[config.mk]
export PLATFORM = sky130hd
export DESIGN_NAME = rst_sequencer
export DESIGN_NICKNAME = d
export VERILOG_FILES = /design/src/rtl/rst_seq_pkg.sv /design/src/rtl/rst_sequencer.sv
export SDC_FILE = /design/constraint.sdc
export NUM_CORES = 1
export LEC_CHECK = 0
export ABC_AREA = 1
export ABC_CLOCK_PERIOD_IN_PS = 1310
export CAP_MARGIN = 20
export CORE_MARGIN = 3
export CORE_UTILIZATION = 49
export DETAILED_ROUTE_END_ITERATION = 6
export GPL_ROUTABILITY_DRIVEN = 0
export HOLD_SLACK_MARGIN = 0.05
export PLACE_DENSITY = 0.73
export SLEW_MARGIN = 10
export SYNTH_ARGS = -nofsm -noshare
export SYNTH_HDL_FRONTEND = slang
export SYNTH_SLANG_ARGS = --single-unit
[constraint.sdc]
create_clock -name clk_i -period 1.31 [get_ports clk_i]
set_input_delay 0.131 -clock clk_i [delete_from_list [all_inputs] [get_ports clk_i]]
set_output_delay 0.131 -clock clk_i [all_outputs]
set_load 0.01 [all_outputs]
[src/rtl/rst_seq_pkg.sv]
// Shared types and default parameters for the reset sequencer.
package rst_seq_pkg;

  typedef enum logic [1:0] {
    HOLD    = 2'd0,
    RELEASE = 2'd1,
    RUN     = 2'd2
  } state_e;

  localparam int unsigned DefNumDomains = 4;
  localparam int unsigned DefHoldCycles = 16;
  localparam int unsigned DefGapCycles  = 4;

endpackage

[src/rtl/rst_sequencer.sv]
// Releases downstream reset domains one by one after chip reset deasserts;
// a software request in RUN re-enters the whole sequence.
module rst_sequencer
  import rst_seq_pkg::*;
#(
  parameter int unsigned NumDomains = DefNumDomains,
  parameter int unsigned HoldCycles = DefHoldCycles,
  parameter int unsigned GapCycles  = DefGapCycles
) (
  input  logic                  clk_i,
  input  logic                  rst_ni,
  input  logic                  sw_rst_req_i,
  output logic                  sw_rst_ack_o,
  output logic [NumDomains-1:0] rst_no,
  output logic                  done_o,
  output logic                  busy_o
);

  localparam int unsigned MaxCnt = (HoldCycles > GapCycles) ? HoldCycles : GapCycles;
  localparam int unsigned CntW   = $clog2(MaxCnt + 1);
  localparam int unsigned IdxW   = $clog2(NumDomains + 1);

  if (NumDomains == 0) begin : gen_chk_domains
    $error("NumDomains must be at least 1");
  end
  if (HoldCycles == 0) begin : gen_chk_hold
    $error("HoldCycles must be at least 1");
  end
  if (GapCycles == 0) begin : gen_chk_gap
    $error("GapCycles must be at least 1");
  end

  state_e                state_q, state_d;
  logic [CntW-1:0]       cnt_q, cnt_d;
  logic [IdxW-1:0]       idx_q, idx_d;
  logic [NumDomains-1:0] rst_q, rst_d;
  logic                  done_q, done_d;
  logic                  busy_q, busy_d;
  logic                  ack_q, ack_d;

  // State and registered outputs
  always_ff @(posedge clk_i or negedge rst_ni) begin
    if (!rst_ni) begin
      state_q <= HOLD;
      cnt_q   <= '0;
      idx_q   <= '0;
      rst_q   <= '0;
      done_q  <= 1'b0;
      busy_q  <= 1'b1;
      ack_q   <= 1'b0;
    end else begin
      state_q <= state_d;
      cnt_q   <= cnt_d;
      idx_q   <= idx_d;
      rst_q   <= rst_d;
      done_q  <= done_d;
      busy_q  <= busy_d;
      ack_q   <= ack_d;
    end
  end

  // Next-state and next-output logic
  always_comb begin
    state_d = state_q;
    cnt_d   = cnt_q;
    idx_d   = idx_q;
    rst_d   = rst_q;
    done_d  = done_q;
    busy_d  = busy_q;
    ack_d   = 1'b0;

    unique case (state_q)
      HOLD: begin
        cnt_d = cnt_q + CntW'(1);
        if (cnt_q == CntW'(HoldCycles - 1)) begin
          rst_d[0] = 1'b1;
          cnt_d    = '0;
          idx_d    = IdxW'(1);
          if (NumDomains == 1) begin
            state_d = RUN;
            done_d  = 1'b1;
            busy_d  = 1'b0;
          end else begin
            state_d = RELEASE;
          end
        end
      end

      RELEASE: begin
        cnt_d = cnt_q + CntW'(1);
        if (cnt_q == CntW'(GapCycles - 1)) begin
          rst_d = rst_q | (NumDomains'(1) << idx_q);
          cnt_d = '0;
          idx_d = idx_q + IdxW'(1);
          if (idx_q == IdxW'(NumDomains - 1)) begin
            state_d = RUN;
            done_d  = 1'b1;
            busy_d  = 1'b0;
          end
        end
      end

      RUN: begin
        // Software reset re-asserts every domain at once and restarts the hold
        if (sw_rst_req_i) begin
          state_d = HOLD;
          cnt_d   = '0;
          idx_d   = '0;
          rst_d   = '0;
          done_d  = 1'b0;
          busy_d  = 1'b1;
          ack_d   = 1'b1;
        end
      end

      default: begin
        state_d = HOLD;
        cnt_d   = '0;
        idx_d   = '0;
        rst_d   = '0;
        done_d  = 1'b0;
        busy_d  = 1'b1;
      end
    endcase
  end

  assign rst_no       = rst_q;
  assign done_o       = done_q;
  assign busy_o       = busy_q;
  assign sw_rst_ack_o = ack_q;

endmodule
After elaboration in Yosys (flattened, before gate mapping):

Cells that the tools add are included.

* add/sub/neg operators: 2
* equality and inequality tests: 9
* shift-type cells: 1
* mux-type cells: 28
* bitwise gates (word level): 2
* reduce and logical (&&, ||, !) cells: 5

Operators with widths (number)
* $pmux W3 S3: 2
* $mux W5: 3
* $pmux W5 S3: 1
* $mux W1: 9
* $mux W3: 3
* $pmux W1 S3: 3
* $mux W2: 4
* $mux W4: 2
* $ne A2 B2 Y1 const B: 4
* $reduce_and A4 Y1: 2
* $pmux W2 S3: 1
* $reduce_and A3 Y1: 2
* $add A5 B1 Y5 const B: 1
* $eq A5 B2 Y1 const B: 1
* $eq A5 B4 Y1 const B: 1
* $or A4 B4 Y4: 1
* $shl A1 B3 Y4 const A: 1
* $add A3 B1 Y3 const B: 1
* $eq A3 B2 Y1 const B: 1
* $eq A2 B1 Y1 const B: 1
* $eq A2 B2 Y1 const B: 1
* $logic_not A2 Y1: 1
* $not A1 Y1: 1

* register bits after elaboration: 17
* input port bits: 3
* output and inout port bits: 7
* word-level logic and storage cells: 55

Longest topological paths before layout:

Gate-level depths: netlist of run 1.

* depth after elaboration: 4
* mapped depth: 9
* depth with buffers taken out: 9

Least setup slack after synthesis of run 1:

No wires, ideal clock.

* kind: reg-to-reg
* start: register cnt_q[0]
* end: register rst_q[0] (netlist: rst_no[0])
* library setup time: 0.117 ns
* arrival: 1.308 ns
* data required time: 1.193 ns
* slack: -0.116 ns
* cell stages (with the launch flop): 10
* path buffers: 0
* clock period less this slack: 1.426 ns
* cell sequence: dfrtp_1 > ha_1 > nand2_1 > nor2_1 > ha_1 > nor2_4 > inv_2 > nand3_1 > nand2_1 > nand2_1

* cells in the longest elaborated chain, start to end: 3
* elaborated cells between the ends (all ways): 5

Ends and longest elaborated chain
* from (decl): line rst_sequencer.sv:34 `logic [CntW-1:0] cnt_q, cnt_d;`
* from (signal assigned): line rst_sequencer.sv:53 `cnt_q <= cnt_d;`
* $eq A5 B2 Y1 or $eq A5 B4 Y1 (tied branches): line rst_sequencer.sv:91, rst_sequencer.sv:75
* $ne A2 B2 Y1 (no line)
* $reduce_and A3 Y1 (no line) (*)
* to (signal assigned): line rst_sequencer.sv:55 `rst_q <= rst_d;`
* to (decl): line rst_sequencer.sv:36 `logic [NumDomains-1:0] rst_q, rst_d;`

Every way passes the cells marked *; elsewhere a longest branch is shown, timed or not.
A chain may end at the register's enable or synchronous reset.

Final worst setup path of run 1:

* start: register cnt_q[0]
* end: register idx_q[0]

* cells in the longest elaborated chain, start to end: 3
* elaborated cells between the ends (all ways): 5

Ends and longest elaborated chain
* $eq A5 B2 Y1 or $eq A5 B4 Y1 (tied branches): line rst_sequencer.sv:91, rst_sequencer.sv:75
* $ne A2 B2 Y1 (no line)
* $reduce_and A3 Y1 (no line) (*)
* to (signal assigned): line rst_sequencer.sv:54 `idx_q <= idx_d;`
* to (decl): line rst_sequencer.sv:35 `logic [IdxW-1:0] idx_q, idx_d;`

Marked as above.

==> results of run 1 <==
layout make-up:
cell class	count	area, µm²
timing repair buffer	28	245
tap	25	31.3
clock inverter	1	7.51
fill	133	442
inverter	18	75.1
multi-input combinational	85	589
clock buffer	3	22.5
sequential	17	427
Yosys cell counts:
master / n
nand4_1: 8
inv_6: 1
xnor2_1: 1
o211ai_1: 1
a21oi_2: 1
nand2_4: 3
nand3_1: 6
dfrtp_1: 16
inv_1: 14
o221ai_1: 1
ha_1: 8
nand3_2: 2
nor2_1: 9
nand4_2: 1
buf_4: 1
o21ai_1: 1
nand2_1: 34
buf_8: 1
dfstp_2: 1
a21oi_1: 3
o21ai_0: 3
nor2_4: 1
inv_2: 3
nor3_1: 1
stage by stage:
stage	area [µm²]	power, mW	std cells
after global placement	1220	2.11	164
after floorplan	1020	1.68	121
after detailed placement	1220	2.16	164
after global routing	1400	3.06	177
after CTS	1320	2.58	175
final	1400	2.81	177
worst register-to-register path, stage by stage (launching register included):
cell,delay [ps]
dfrtp_1,420
ha_4,170
nand2_2,50
nor2_2,110
ha_2,230
nor2_4,60
inv_2,100
nand3_4,90
nand2_1,80
nand2_1,50
flip-flops by register name, indices dropped and copies added, names as in the netlist:
register and flops:
rst_no 4, state_q 2, cnt_q 5, idx_q 3, done_o 1, sw_rst_ack_o 1
busy_o 1
kinds of logic (layout without fill, tap and decap cells):
kind of cell	count (synthesis)	after routing
adder cells (fa/ha/maj)	8	8
flip-flops	17	17
AO/OA/AOI/OAI	10	10
AND/OR/NAND/NOR	65	66
XOR/XNOR	1	1
buffers and inverters	20	50
worst paths after layout:
kind	start	endpoint	cells after the start
hold reg to reg	busy_o	busy_o	2
setup reg to reg	cnt_q[0]	idx_q[0]	9
min in group clk_i	busy_o	busy_o	2
hold / removal	rst_ni	idx_q[0]	1
setup / recovery	cnt_q[0]	idx_q[0]	9
max in group asynchronous	rst_ni	sw_rst_ack_o	2
routing by layer:
layer | wire length [µm] | part of all wire (%) | track usage (%) | vias up
li1 | - | - | - | 456
met1 | 1120 | 43 | 27.8 | 459
met2 | 1260 | 48 | 36.4 | 32
met3 | 129 | 5.0 | 4.30 | 8
met4 | 81 | 3.1 | 14.0 | 0
met5 | 0 | 0 | 0 | -
power breakdown:
part | total (mW) | internal, mW | switching [mW] | leakage [nW]
clock network | 0.312 | 0.117 | 0.195 | 0.0139
registers | 0.894 | 0.732 | 0.162 | 0.211
logic | 1.60 | 0.782 | 0.822 | 0.493
repair_timing:
| action | in CTS | in global routing |
|---|---|---|
| endpoints found under the setup margin | 22 | 18 |
| cloned | 1 | 0 |
| pin swaps | 9 | 6 |
| setup buffers | 6 | 4 |
| gates resized for setup | 13 | 15 |
==> flow_metrics.tcl, run 1 <==
set metrics [dict create \
    grt_max_degree 13 \
    yosys-mux-area-fraction_pct 0 \
    hold_violations 0 \
    hold_ws_ps 58.8 \
    max_slew_margin_pct 80.1 \
    antenna_found_initial 0 \
    drc_errors 0 \
    cts_made_buffers 3 \
    fin_crit_sh_pct 110 \
    dieWidth_um 51.5 \
    grt_pass1_wl_um 4310 \
    seq_area_frac_synth_pct 42.0 \
    drt-initial-drc-count 23 \
    fp-row-count 15 \
    synth_top_family_by_area "simple AND/OR/NAND/NOR gates" \
    synth_top_area_share_pct 39.5 \
    wl_per_cell_um 14.6 \
    drt_first_pass_iters 4 \
    die_h_um 51.5 \
    rsz0062_at_grt "yes" \
    setup_tns_ps -900 \
    routed_wl_um 2590 \
    crit_top_cell "nand2_1" \
    critPathSlowestCell "dfrtp_1" \
    fin_ws_ps -137 \
    skew_ps 1.03 \
    cpLargestDelayFamily "simple AND/OR/NAND/NOR gates" \
    synthAdderAreaFrac_pct 9.86 \
    cp_max_fo 4 \
    dpl.hpwl_um 1670 \
    synth_compound_area_share_pct 5.92 \
    r2r_slack_ps -140 \
    vias 955 \
    violations "setup timing" \
    syn_to_final_growth_pct 37.7 \
    core_area_um2 1840 \
    postCtsHoldBufs 0 \
    synth-simple-area-share_pct 31.9 \
    synth-xor-area-share_pct 0.863 \
    power_leakage_nw 0.719 \
    numPortBuffers 9 \
    clock-sinks 17 \
    arrival_ps 1660 \
    crit_path_max_incr_delay_ps 420 \
    cp_cell_sequence "ha_4, nand2_2, nor2_2, ha_2, nor2_4, inv_2, nand3_4, nand2_1, nand2_1" \
    layout_commonest_cell "nand2_1" \
    insertion_delay_ps 310 \
    yosysWarnings 0 \
    yosys-top-cells-area "dfrtp_1 39%, nand2_1 13%, ha_1 9.9%, inv_1 5.2%, nand4_1 4.9%" \
    dp_slack_ps -185 \
    final_cell_mix "31 x nand2_1, 17 x buf_4, 16 x dfrtp_1" \
    avgViaCountPerCell 5.40 \
    synth_area_um2 1010 \
    syn-num-nets 132 \
    layout-drive-gt1-share_pct 34.2 \
    overflow 0 \
    syn_avg_cell_area_um2 8.39 \
    path_buf_inv 1 \
    synth_seq_cells 17 \
    syn-instance-count 121 \
    cts_tree "yes" \
    start_util_pct 55.2 \
    final_util_pct 76.0 \
    num_antenna_cells 0 \
    grt_pass1_vias 936 \
    critPathRequiredTime_ps 1520 \
    min_path_type "in -> async" \
    powerDensity_nw_per_um2 2010 \
    htree_num_levels 1 \
    synth_largest_area_cell "dfrtp_1" \
    clk_path_buf_depth 2 \
    cts.clk_slew.worst_paths_ps 110 \
    gr-usage-all-layers_pct 22.6 \
    run_status "finished, violations left" \
    end_kind "flip-flop" \
    dieArea_um2 2650 \
    timing.fmax_mhz 691 \
    cts_root_buf "clkbuf_4" \
    irDropWorstVdd_mv 1.38 \
    io_pins 10 \
    startpoint_type "flip-flop" \
    synth.distinct_cells 24 \
    critPathKind "reg -> reg" \
    ant_nets 0 \
    nets 164 \
    setup_viol 11 \
    worst_pin_slew_ps 298 \
    drv_cap 0 \
    slew_viol_final 0 \
    fin_crit_ps 1450 \
]
No activity file was read; power rests on OpenSTA's default activity.
==> run 2, diff against run 1 <==
--- a/config.mk
+++ b/config.mk
@@ -12,9 +12,10 @@
 export CORE_UTILIZATION = 49
 export DETAILED_ROUTE_END_ITERATION = 6
 export GPL_ROUTABILITY_DRIVEN = 0
+export GPL_TIMING_DRIVEN = 0
 export HOLD_SLACK_MARGIN = 0.05
 export PLACE_DENSITY = 0.73
-export SLEW_MARGIN = 10
+export SLEW_MARGIN = 20
 export SYNTH_ARGS = -nofsm -noshare
 export SYNTH_HDL_FRONTEND = slang
 export SYNTH_SLANG_ARGS = --single-unit
==> run 2 against run 1 <==
Against the previous run:
- clock skew grew 1.5 ps
- the run still ends with setup timing left
- combinational power about the same
- sequential power rose by 2%
- clock-buffer cell count did not move
- worst setup slack improved by 8.2 ps
- core utilization shrank 2.2 points
- critical path type unchanged
- die area unchanged
- largest cell class unchanged
- register-to-register slack is essentially flat
- critical path depth increased by 1
- non-clock buffer count fell by 8
- global-route usage decreased by 2.3 points
- first-iteration DRC count down 52%
- largest power group unchanged
==> flow_metrics.tcl, run 2 (synthesis gave the netlist of run 1 again) <==
set metrics [dict create \
    irDropWorstVdd_mv 1.28 \
    r2r_slack_ps -130 \
    end_kind "flip-flop" \
    rr_worst_depth 10 \
    max_slew_margin_pct 48.8 \
    power_leakage_nw 0.661 \
    fin_crit_ps 1440 \
    dieArea_um2 2650 \
    p_int_mw 1.62 \
    largest-register "cnt_q" \
    setup.worst_path.start "cnt_q[1]" \
    vias 868 \
    routed_wl_um 2450 \
    htree_num_levels 1 \
    grt_max_degree 18 \
    ant_nets 0 \
    critPathRequiredTime_ps 1510 \
    fin_ws_ps -129 \
    slew_viol_final 0 \
    largest_reg_flops 5 \
    dieWidth_um 51.5 \
    r2r-start "cnt_q[1]" \
    drv_cap 0 \
    postCtsHoldBufs 0 \
    cts_made_buffers 3 \
    syn_to_final_growth_pct 33.7 \
    insertion_delay_ps 290 \
    clk_path_buf_depth 2 \
    drc_errors 0 \
    core_area_um2 1840 \
    wl_per_cell_um 14.6 \
    start_util_pct 55.2 \
    setup_viol 16 \
    num_antenna_cells 0 \
    setup_tns_ps -1470 \
    critPathKind "reg -> reg" \
    layout_commonest_cell "nand2_1" \
    io_pins 10 \
    power_mw 2.80 \
    final_cell_mix "28 x nand2_1, 16 x dfrtp_1, 13 x inv_1" \
    cts_tree "yes" \
    comb_power_share_pct 56.9 \
    p_seq_share_pct 32.6 \
    cp_max_fo 5 \
    timing.fmax_mhz 695 \
    grt_pass1_vias 837 \
    rsz0062_at_grt "yes" \
    drt-initial-drc-count 11 \
    overflow 0 \
    cts_root_buf "clkbuf_4" \
    dpl.hpwl_um 1530 \
    skew_ps 2.49 \
    antenna_found_initial 0 \
    nets 155 \
    cts.clk_slew.worst_paths_ps 110 \
    clock-sinks 17 \
    startpoint_type "flip-flop" \
    avgViaCountPerCell 5.17 \
    layout-drive-gt1-share_pct 30.8 \
    hold_violations 0 \
    run_status "finished, violations left" \
    drt_first_pass_iters 4 \
    switching_share_pct 41.9 \
    pwr-share-clk_pct 10.5 \
    power_switching_mw 1.17 \
    arrival_ps 1630 \
    fin_crit_sh_pct 110 \
    worstReg2RegEnd "done_o" \
    die_h_um 51.5 \
    violations "setup timing" \
    worst_pin_slew_ps 766 \
    min_path_type "in -> async" \
    numPortBuffers 9 \
    gr-usage-all-layers_pct 20.3 \
    grt_pass1_wl_um 3920 \
    fp-row-count 15 \
    powerDensity_nw_per_um2 2060 \
]
run 2: cell types whose count changed in the layout (fill, tap and decap cells not counted), sizes merged:
| cell | before | now |
|---|---|---|
| clkdlybuf4s50 | 2 | 3 |
| clkinv | 0 | 1 |
| clkdlybuf4s15 | 1 | 0 |
| buf | 19 | 11 |
| dlygate4sd2 | 5 | 6 |
| clkinvlp | 1 | 0 |
| dlymetal6s2s | 1 | 0 |
| nand2 | 38 | 37 |
run 2: worst max path at each step:
stage / endpoint / slack (ps) / cells after the start
5_1_grt: rst_no[1] / -220 / 9
2_1_floorplan: rst_no[0] / -70 / 9
4_1_cts: idx_q[2] / -150 / 9
3_5_place_dp: idx_q[2] / -250 / 9
6_report: done_o / -130 / 10
3_3_place_gp: rst_no[0] / -240 / 8
run 2: final cells by class:
cell class                 instances  area (µm²)
clock inverter                     1        5.00
multi-input combinational         84         596
sequential                        17         427
clock buffer                       3        22.5
fill                             140         483
inverter                          18        75.1
buffer                             2        22.5
timing repair buffer              18         178
tap                               25        31.3
run 2: metrics by stage:
step	setup WS, ps	hold slack [ps]	util (%)	cell area [µm²]	std cells
after global placement	-241	448	62.3	1150	155
after CTS	-153	304	69.0	1270	165
after global routing	-223	335	73.7	1360	168
final	-129	276	73.7	1360	168
after detailed placement	-246	481	62.3	1150	155
after floorplan	-69.6	-165	-	1020	121
run 2: what timing repair did:
action,in CTS,in global routing
pin swaps,4,10
buffers inserted,5,3
gates resized for setup,16,15
setup endpoints to repair,22,16
gates cloned,1,0
run 2: critical path, stage by stage, from the launching register on:
cell and delay (ps):
dfrtp_1 420, ha_4 180, buf_6 90, inv_2 30, nor2_2 90, nand2_2 90, nand2_4 140, buf_8 130
nand3_4 70, nand2_1 70, nand2_1 40
run 2: metal layers:
metal	GRT usage (%)	vias to the layer above	routed length [µm]
met2	35.4	23	1290
met3	2.58	2	92
met4	7.86	0	17
li1	-	437	-
met5	0	-	0
met1	25.5	406	1040
run 2: power by group through the flow:
stage	clock (mW)	sequential [mW]	combinational, mW
6_report	0.294	0.911	1.59
5_1_grt	0.313	0.938	1.78
4_1_cts	0.293	0.898	1.37
3_5_place_dp	0	0.929	1.13
3_3_place_gp	0	0.920	1.08
2_1_floorplan	0	0.931	0.749
==> run 3, diff against run 2 <==
--- a/config.mk
+++ b/config.mk
@@ -8,12 +8,12 @@
 export ABC_AREA = 1
 export ABC_CLOCK_PERIOD_IN_PS = 1310
 export CAP_MARGIN = 20
-export CORE_MARGIN = 3
 export CORE_UTILIZATION = 49
 export DETAILED_ROUTE_END_ITERATION = 6
 export GPL_ROUTABILITY_DRIVEN = 0
 export GPL_TIMING_DRIVEN = 0
 export HOLD_SLACK_MARGIN = 0.05
+export MAX_ROUTING_LAYER = met4
 export PLACE_DENSITY = 0.73
 export SLEW_MARGIN = 20
 export SYNTH_ARGS = -nofsm -noshare
==> run 3 against run 2 <==
Against the previous run:
- the flow still finishes with violations (setup timing)
- flip-flop and latch count stayed put
- sequential power hardly changed
- sequential share of layout area is 0.12 points higher
- wire length is 8.0% lower
==> flow_metrics.tcl, run 3 (synthesis gave the netlist of run 1 again) <==
set metrics [dict create \
    insertion_delay_ps 300 \
    overflow 0 \
    nFillCells 171 \
    power_mw 2.69 \
    cts_made_buffers 3 \
    core_area_um2 1960 \
    setup_tns_ps -895 \
    cp_max_fo 4 \
    min_path_type "in -> async" \
    drt-initial-drc-count 26 \
    num_antenna_cells 0 \
    die_h_um 47.5 \
    startpoint_type "flip-flop" \
    start_util_pct 51.7 \
    fin_crit_ps 1470 \
    postCtsHoldBufs 0 \
    powerDensity_nw_per_um2 1990 \
    cts_root_buf "clkbuf_4" \
    fp-row-count 16 \
    critPathRequiredTime_ps 1500 \
    arrival_ps 1660 \
    nets 154 \
    dp_slack_ps -248 \
    numPortBuffers 9 \
    drc_errors 0 \
    run_status "finished, violations left" \
    gr-usage-all-layers_pct 22.4 \
    htree_num_levels 1 \
    layout-drive-gt1-share_pct 29.6 \
    cts.clk_slew.worst_paths_ps 110 \
    clock-sinks 17 \
    avgViaCountPerCell 5.21 \
    ant_nets 0 \
    setup_viol 15 \
    dieArea_um2 2260 \
    fin_ws_ps -158 \
    grt_pass1_vias 761 \
    largest_reg_flops 5 \
    rr_worst_depth 9 \
    max_slew_margin_pct 48.2 \
    clk_path_buf_depth 2 \
    fin_cells 169 \
    routed_wl_um 2250 \
    timing.fmax_mhz 681 \
    fin_crit_sh_pct 112 \
    critPathKind "reg -> reg" \
    antenna_found_initial 0 \
    slew_viol_final 0 \
    worst_pin_slew_ps 775 \
    dieWidth_um 47.5 \
    drv_cap 0 \
    syn_to_final_growth_pct 33.2 \
    skew_ps 12.8 \
    io_pins 10 \
    power_leakage_nw 0.675 \
    grt_pass1_wl_um 3340 \
    vias 880 \
    final_cell_mix "29 x nand2_1, 16 x dfrtp_1, 13 x inv_1" \
    cts_tree "yes" \
    hold_violations 0 \
    rsz0062_at_grt "yes" \
    grt_max_degree 18 \
    dpl.hpwl_um 1500 \
    layout_commonest_cell "nand2_1" \
    end_kind "flip-flop" \
    placed_cells 157 \
    violations "setup timing" \
    drt_first_pass_iters 4 \
    largest-register "cnt_q" \
    irDropWorstVdd_mv 1.31 \
    wl_per_cell_um 13.3 \
]
run 3: final timing paths:
kind | slack, ps | end | startpoint
max reg2reg | -160 | rst_no[0] | cnt_q[1]
max in group asynchronous | 540 | rst_no[0] | rst_ni
min reg2reg | 470 | busy_o | busy_o
min | 270 | state_q[1] | rst_ni
min in group clk_i | 390 | sw_rst_ack_o | sw_rst_req_i
max | -160 | rst_no[0] | cnt_q[1]
run 3: through the flow:
| step | utilization (%) | hold WS (ps) | area [µm²] |
|---|---|---|---|
| global placement | 58.5 | 449 | 1150 |
| detailed placement | 58.5 | 452 | 1150 |
| floorplan | - | -165 | 1020 |
| CTS | 62.8 | 295 | 1230 |
| global route | 68.9 | 326 | 1350 |
| finish | 68.9 | 272 | 1350 |
run 3: critical path: stages, from the launching register on:
cell and delay [ps]:
dfrtp_1 420, ha_4 180, nand2_4 60, nor2_4 140, ha_4 160, nor2_4 40
inv_2 110, nand3_4 110, nand2_1 80, nand2_1 50
run 3: final cells by class:
type                            count  area, µm²  share of cell area [%]
Buffer                              2       22.5                    1.67
Clock buffer                        3       22.5                    1.67
Clock inverter                      1       5.00                   0.370
Inverter                           18       75.1                    5.56
Multi-Input combinational cell     84        603                    44.6
Sequential cell                    17        427                    31.6
Tap cell                           27       33.8                    2.50
Timing Repair Buffer               17        163                    12.0
run 3: per-layer routing:
metal	vias up	part of all wire, %	track usage (%)
li1	438	-	-
met1	413	44	26.4
met2	24	49	37.3
met3	5	4.6	5.66
met4	0	2.0	6.86
met5	-	0	-
run 3: power by group:
part | total (mW) | switching [mW] | internal, mW
logic | 1.49 | 0.767 | 0.723
clock network | 0.288 | 0.174 | 0.114
registers | 0.912 | 0.180 | 0.732
total | 2.69 | 1.12 | 1.57
run 3: what timing repair did:
| action | in CTS | in global routing |
|---|---|---|
| endpoints found under the setup margin | 22 | 17 |
| resized for setup | 14 | 16 |
| hold endpoints to repair | 0 | 0 |
| pin swaps | 5 | 11 |
| cloned | 0 | 1 |
| buffers inserted | 5 | 2 |
==> patch, RTL diff (config.mk and constraints of run 1) <==
`DefGapCycles`: 4 -> 8.
--- a/src/rtl/rst_seq_pkg.sv
+++ b/src/rtl/rst_seq_pkg.sv
@@ -11,3 +11,3 @@
   localparam int unsigned DefHoldCycles = 16;
-  localparam int unsigned DefGapCycles  = 4;
+  localparam int unsigned DefGapCycles  = 8;
 
Check against the original RTL: same outputs for any inputs over 10 cycles, from zero or initial values and one cycle with rst_ni low; that may be too few to reach the edited logic, so the function may still have changed.
==> patch against run 1 <==
- area after synthesis up 2.2%
- via count is 0.21% lower
- cell count rose by 3.4%
- sequential cell count did not move
- total power down 31%
- setup slack got worse by 0.017 ns
- final area up 4.0%
- wire length grew 2.5%
- the run still ends with setup timing left
- highest routed layer unchanged
- critical endpoint unchanged
==> patch: results (changes against run 1) <==
stage	metric	value	unit	change
run_status	status	finished, violations left		
run_status	violations	setup timing		
synthesis	yosys-top-cells-area	dfrtp_1, nand2_1, ha_1		
synthesis	seq_area_frac_synth	41.13	%	-0.91 points
global_route	first_global_vias	845		-9.7%
clocking	cts_made_buffers	3		unchanged
finish	largest_register_ff_count	5		unchanged
critical_path	critPathMaxFanout	5		+1
critical_path	worstPathArrival	1.65	ns	
timing	slew_headroom	82.29	%	+2.2 points
place	dp_slack	-0.1158	ns	+0.06893 ns
synthesis	syn_nets	133		+0.76%
synthesis	yosysWarningCount	0		unchanged
place	io_buffers	9		unchanged
routing	first_pass_iters	4		unchanged
routing	drtIter0Drc	26		+13%
synthesis	ys_async_sr_fraction	100.0	%	unchanged
finish	fill_cells	140		+5.3%
routing	vias	953		-0.21%
place	dp.final_hpwl	1.537	mm	-7.7%
global_route	grt_max_degree	18		+5
global_route	track_usage	17.58	%	-5.0 points
pwr	p_leak	0.7389	nW	+2.8%
synthesis	synthTopCellsByCount	nand2_1, dfrtp_1, inv_1		
finish	fin_nets	168		+2.4%
worst_hold_path	hold_path_class	in2async		
finish	antenna_cells	0		unchanged
timing	drv_slew	0		unchanged
clocking	cts_root_buf	clkbuf_4		
routing	routedWlPerCell	14.50	µm	-0.85%
synthesis	synth_edf_count	0		unchanged
global_route	antenna_found_initial	0		unchanged
clocking	cts.path.max_buffers	2		unchanged
clocking	clkLatencyLatePin	0.29	ns	-0.02 ns
synthesis	synth_cell_type_count	25		+4.2%
finish	regMostFlops	cnt_q		
pwr	vdd_drop_max	0.0008438	V	-39%
global_route	grt_pass1_wl	3.657	mm	-15%
timing	timing.final.setup_violations	10		-1
timing	setup_slack	-0.1544	ns	-0.01723 ns
finish	layout-drive-gt1-share	36.54	%	+2.3 points
timing	fin_skew	0.01115	ns	+0.01012 ns
clocking	cts.htree.levels	1		unchanged
clocking	clk_pin_slew	0.11	ns	about the same
## patch: cell count changes after synthesis, sizes merged
| cell | run 1 | this run |
|---|---|---|
| nand2 | 37 | 42 |
| nand4 | 9 | 7 |
| inv | 18 | 17 |
| nand3 | 8 | 7 |
| nor2 | 10 | 11 |
| o21ai | 4 | 3 |
| o22ai | 0 | 1 |
| xnor2 | 1 | 0 |
## patch: worst paths after layout
check	startpoint	cells after the start	slack (ns)	to
max in group asynchronous	rst_ni	2	0.90	busy_o
min in group clk_i	sw_rst_req_i	4	0.47	sw_rst_ack_o
setup / recovery	cnt_q[0]	9	-0.15	idx_q[0]
hold reg to reg	state_q[0]	1	0.49	sw_rst_ack_o
setup reg to reg	cnt_q[0]	9	-0.15	idx_q[0]
hold / removal	rst_ni	2	0.14	cnt_q[1]
## patch: area by class of cell
class	instances	area share, %
clock buffers	4	1.807
flip-flops and latches	17	29.35
repair buffers	31	18.33
well taps	27	2.324
multi-input cells	87	43.12
inverters	17	5.077
## patch: kinds of logic after synthesis
logic type	count (synthesis)	synth area share, %
AOI/OAI and AO/OA	10	6.393
adders and majority gates	8	9.651
buffers and inverters	19	9.289
DFF	17	41.13
and+or+nand+nor	68	33.53
## patch: worst max-delay path, stage by stage, from the launching register on
cell     delay [ns]
dfrtp_1        0.41
ha_4           0.17
nand2_4        0.06
nor2_4         0.16
ha_4           0.17
inv_4          0.04
nand2_4        0.10
nand3_4        0.10
nand2_1        0.08
nand2_1        0.05
## patch: stage by stage
stage | std cells | setup TNS (ns) | power (mW) | hold WS [ns] | cell area (µm²)
floorplan | 122 | -0.1196 | 1.109 | -0.1646 | 1047
global placement | 168 | -0.1841 | 1.316 | 0.4523 | 1246
detailed placement | 168 | -0.5564 | 1.337 | 0.4674 | 1246
CTS | 175 | -0.4588 | 1.654 | 0.1707 | 1306
global route | 183 | -1.901 | 2.032 | 0.1716 | 1454
finish | 183 | -1.071 | 1.926 | 0.1443 | 1454
## patch: metal layers
layer / wire [µm] / vias to the layer above / track usage [%]
met5: 0 / - / 0
met1: 1154 / 460 / 23.52
met2: 1354 / 30 / 29.50
met3: 137 / 2 / 2.579
li1: - / 461 / -
met4: 8 / 0 / 4.367
## patch: what timing repair did
| item | in CTS | in global routing |
|---|---|---|
| pin swaps | 6 | 11 |
| gates cloned | 0 | 1 |
| buffers inserted | 3 | 7 |
| hold buffers | 0 | 0 |
| resized for setup | 9 | 19 |
| endpoints found under the setup margin | 15 | 17 |
## patch: power by group
| part | total, mW | internal, mW | switching [mW] |
|---|---|---|---|
| clock | 0.295 | 0.118 | 0.177 |
| combinational | 0.931 | 0.430 | 0.502 |
| sequential | 0.699 | 0.621 | 0.0785 |
| total | 1.93 | 1.17 | 0.757 |
